$ cat src/rtl/writeback_regfile.sv
// Writeback stage and architectural register file: selects the writeback value, commits it,
// serves two bypassed decode read ports and streams all registers to the debug unit on request.
module writeback_regfile #(
  parameter int DATA_W = 32,
  parameter int NREGS  = 32,
  parameter int ADDR_W = 5
) (
  input  logic              clk,
  input  logic              rst,
  input  logic              i_step,
  input  logic [DATA_W-1:0] i_output_mem,
  input  logic [DATA_W-1:0] i_ALU_res,
  input  logic [DATA_W-1:0] i_pc_to_reg,
  input  logic [ADDR_W-1:0] i_addr_reg_dst,
  input  logic              is_RegWrite,
  input  logic              is_MemtoReg,
  input  logic              is_write_pc,
  input  logic [ADDR_W-1:0] i_rs_addr,
  input  logic [ADDR_W-1:0] i_rt_addr,
  output logic [DATA_W-1:0] o_rs_data,
  output logic [DATA_W-1:0] o_rt_data,
  output logic [DATA_W-1:0] o_wb_data,
  input  logic              i_dump_req,
  input  logic              i_dump_ready,
  output logic              o_dump_valid,
  output logic [ADDR_W-1:0] o_dump_addr,
  output logic [DATA_W-1:0] o_dump_data,
  output logic              o_dump_done
);

  typedef enum logic [1:0] {IDLE, DUMP, DONE} dump_st_t;

  logic [NREGS-1:0][DATA_W-1:0] regs;
  logic                         wr_en;
  dump_st_t                     st, st_nxt;
  logic [ADDR_W-1:0]            idx, idx_nxt;

  assign o_wb_data = is_write_pc ? i_pc_to_reg
                   : is_MemtoReg ? i_output_mem : i_ALU_res;

  // Register 0 is never written, so it reads back as zero everywhere, dump included.
  assign wr_en = i_step & is_RegWrite & (i_addr_reg_dst != '0);

  always_ff @(posedge clk or negedge rst) begin
    if (!rst)       regs <= '0;
    else if (wr_en) regs[i_addr_reg_dst] <= o_wb_data;
  end

  // Write-before-read: a same-cycle write is visible on the decode ports.
  assign o_rs_data = (wr_en && i_rs_addr == i_addr_reg_dst) ? o_wb_data : regs[i_rs_addr];
  assign o_rt_data = (wr_en && i_rt_addr == i_addr_reg_dst) ? o_wb_data : regs[i_rt_addr];

  always_ff @(posedge clk or negedge rst) begin
    if (!rst) begin
      st  <= IDLE;
      idx <= '0;
    end else begin
      st  <= st_nxt;
      idx <= idx_nxt;
    end
  end

  always_comb begin
    st_nxt  = st;
    idx_nxt = idx;
    case (st)
      IDLE: if (i_dump_req) begin
        st_nxt  = DUMP;
        idx_nxt = '0;
      end
      DUMP: if (i_dump_ready) begin
        if (idx == ADDR_W'(NREGS - 1)) st_nxt = DONE;
        else                           idx_nxt = idx + ADDR_W'(1);
      end
      DONE: begin
        st_nxt  = IDLE;
        idx_nxt = '0;
      end
      default: begin
        st_nxt  = IDLE;
        idx_nxt = '0;
      end
    endcase
  end

  assign o_dump_valid = (st == DUMP);
  assign o_dump_done  = (st == DONE);
  assign o_dump_addr  = idx;
  assign o_dump_data  = regs[idx];

endmodule

$ cat config.mk
export PLATFORM = sky130hd
export DESIGN_NAME = writeback_regfile
export DESIGN_NICKNAME = d
export VERILOG_FILES = /design/src/rtl/writeback_regfile.sv
export SDC_FILE = /design/constraint.sdc
export NUM_CORES = 2
export LEC_CHECK = 0
export ABC_CLOCK_PERIOD_IN_PS = 7100
export CAP_MARGIN = 10
export CORE_UTILIZATION = 60
export DETAILED_ROUTE_END_ITERATION = 10
export PLACE_DENSITY = 0.79
export REMOVE_ABC_BUFFERS = 1
export SLEW_MARGIN = 20
export SYNTH_ARGS = -nofsm -noshare
export SYNTH_HDL_FRONTEND = slang
export SYNTH_SLANG_ARGS = --single-unit
$ cat constraint.sdc
create_clock -name clk -period 7.1 [get_ports clk]
set_input_delay 1.42 -clock clk [delete_from_list [all_inputs] [get_ports clk]]
set_output_delay 1.42 -clock clk [all_outputs]
set_load 0.005 [all_outputs]
==> metrics <==
post-DP HPWL 117,000 um; HP Class reg2reg; first-pass GRT wire length 309,000 um; routed vias/inst 7.58; register area share after synthesis 0.427; top routing layer used met5; core area 100,000 sq um; boundary pin count 254; post-cts sizing count 0; GR Overflow Total 0; DRC Markers 0; hold depth 0; count leader, synth nand2_1; area share of the largest cell type after synthesis 0.427; Clock Latency Late Sink 0.72 ns; post-synth cell types 38; Pins Over Slew Limit 0; CTS max path bufs 3; placed inst area 64,100 sq um; RSZ-0062 raised after global routing false; initial antenna violation count 5; CP arrival 5.11 ns; Placement Setup Slack 0.893 ns; Worst Skew 0.00377 ns; largest net degree at the start of global routing 183; clock root buffer clkbuf_16; wire per inst 31.5 um; Fillers 6,751; Die Footprint 102,000 sq um; routed wire length 205,000 um; total vias in the final route 49,366; syn avg cell area 11.6 sq um; Tot GR Track Use 0.408; Slew headroom 0.194; Hold-fix buffers, CTS 0; DRT Pass-1 Iters 8; post-synthesis sequential element count 1,031; CTS H-Tree Depth 3; Hold Violations, Final 0; DR iter-0 viols 7,852; Site Rows 116; Crit Path Max Fanout 18; Tightest Pin Transition 1.21 ns; slowest CP cell clkdlybuf4s50_1; Final Cell Area 68,000 sq um; fin worst setup slack 0.566 ns; die width 319 um; vias in the first global route 49,041; Worst VDD drop 0.208 mV; initial core utilization 0.604; Final Setup Violations 0; top cells by count, synth nand2_1, o21ai_0, dfrtp_1; dominant synthesized flop cell dfrtp_1; max cap viols 0; Mapped Cells 5,200; Leak 0.0282 uW; Finished Core Util 0.680; flop-to-flop setup slack 4.40 ns; hold path start regs[11]; most area-hungry cell type in the Yosys netlist dfrtp_1; die height 319 um; worst path required time 5.68 ns; Port Buffers 253; yosys warns 0; Area contributors post-synth dfrtp_1, mux4_2, o21ai_0; routability congestion estimate 0.917; layout cell share with drive strength beyond 1 0.245; crit path kind in2out; routed wl met2 92,800 um; Final Cycle Share 0.920; fmax 0.153 GHz; worst r2r path cells 8; max incr delay on CP 0.92 ns; Reg-to-Reg Start o_dump_addr[0]; Syn Std Cell Area 60,400 sq um; Worst R2R End o_dump_addr[3]; Setup Fix Bufs, Post-CTS 0; async set-reset flop share out of synthesis 1.00; Final Net Count 5,244; CTS tree yes; Worst-path clk slew 0.06 ns; number of synthesized flops with an enable pin 0; Worst setup EP type output port; Area Overhead vs Synth 12.5%; minimum clock period 6.53 ns; clock sink total 1,031; M1 WL 67,000 um; worst-path cell chain clkdlybuf4s50_1 > buf_4 > xor2_1 > nor3_1 > nand3_4 > buf_4 > o21ai_0 > clkdlybuf4s50_1; Power Density 276 nW/um^2; WHS Endpoint regs[11]; status complete, no violations; total CTS buffers 108; routed wl met3 29,700 um; Routed Antenna Nets 0; Critical Path Start Type input pin
==> worst max path at each step <==
stage / endpoint / depth (start not counted) / startpoint / slack [ns]
after floorplan: o_dump_data[0] / 3 / o_dump_addr[0] / -5.51
after global placement: o_rt_data[28] / 8 / i_rt_addr[4] / 0.85
after detailed placement: o_rt_data[28] / 8 / i_rt_addr[4] / 0.89
after CTS: o_rt_data[28] / 8 / i_rt_addr[4] / 0.86
after global routing: o_rt_data[12] / 8 / i_rt_addr[4] / 0.57
final: o_rt_data[28] / 8 / i_rt_addr[4] / 0.57
==> cell usage in the layout (no fill, tap or decap), types with 36 or more instances in the layout <==
master,n
o22ai_1,167
mux2i_1,82
nand2_1,1050
nor4_1,61
buf_4,115
a22o_1,60
clkbuf_16,108
nor2_1,75
dfrtp_1,1026
inv_1,36
o21ai_0,1038
mux4_2,826
clkdlybuf4s50_1,245
==> sequential cells by signal, summed over array words and instances, names as in the netlist <==
name         cells
o_dump_addr      5
regs          1024
st               2
==> cells by family (layout without fill, tap and decap cells) <==
logic type / Yosys count / in the layout / synth area share
DFF: 1031 / 1031 / 0.427
xor gates and xnor gates: 12 / 12 / 0.00174
adders and majority gates: 2 / 2 / 0.000414
AOI/OAI and AO/OA: 1320 / 1320 / 0.117
and+or+nand+nor: 1269 / 1269 / 0.0840
other: 0 / 5 / 0
muxes: 940 / 940 / 0.327
buffers and inverters: 626 / 637 / 0.0422
==> per-stage QoR <==
step	hold slack, ns	total power, uW	std cells	TNS, ns
after floorplan	0.381	11100	4611	-207.71
after global placement	0.396	12400	6305	0
after detailed placement	0.402	12600	6305	0
after CTS	0.416	18600	6503	0
after global routing	0.428	19400	6513	0
final	0.418	18800	6514	0
==> area by class of cell <==
class / count / area (sq um) / area share
Tap cell: 1298 / 1620 / 0.0239
Multi-Input combinational cell: 3543 / 32500 / 0.478
Clock inverter: 51 / 644 / 0.00948
Inverter: 37 / 139 / 0.00204
Antenna cell: 5 / 12.5 / 0.000184
Sequential cell: 1031 / 25800 / 0.380
Clock buffer: 147 / 3100 / 0.0456
Timing Repair Buffer: 402 / 4160 / 0.0612
==> critical path: cells and delay by family <==
family,cells,cell delay (ns)
buf+inv,4,2.31
simple gates,2,0.79
xor+xnor,1,0.15
compound gates,1,0.40
==> power by group <==
group / switching [uW] / total [uW] / internal (uW)
clock: 2530 / 6030 / 3500
sequential: 999 / 7610 / 6610
combinational: 2410 / 5110 / 2700
==> per-layer routing <==
layer,vias up,GRT usage
met2,4259,0.605
li1,19454,-
met5,-,0.00804
met3,1104,0.136
met1,24543,0.520
met4,6,0.261
No activity file was read; power rests on OpenSTA's default activity.
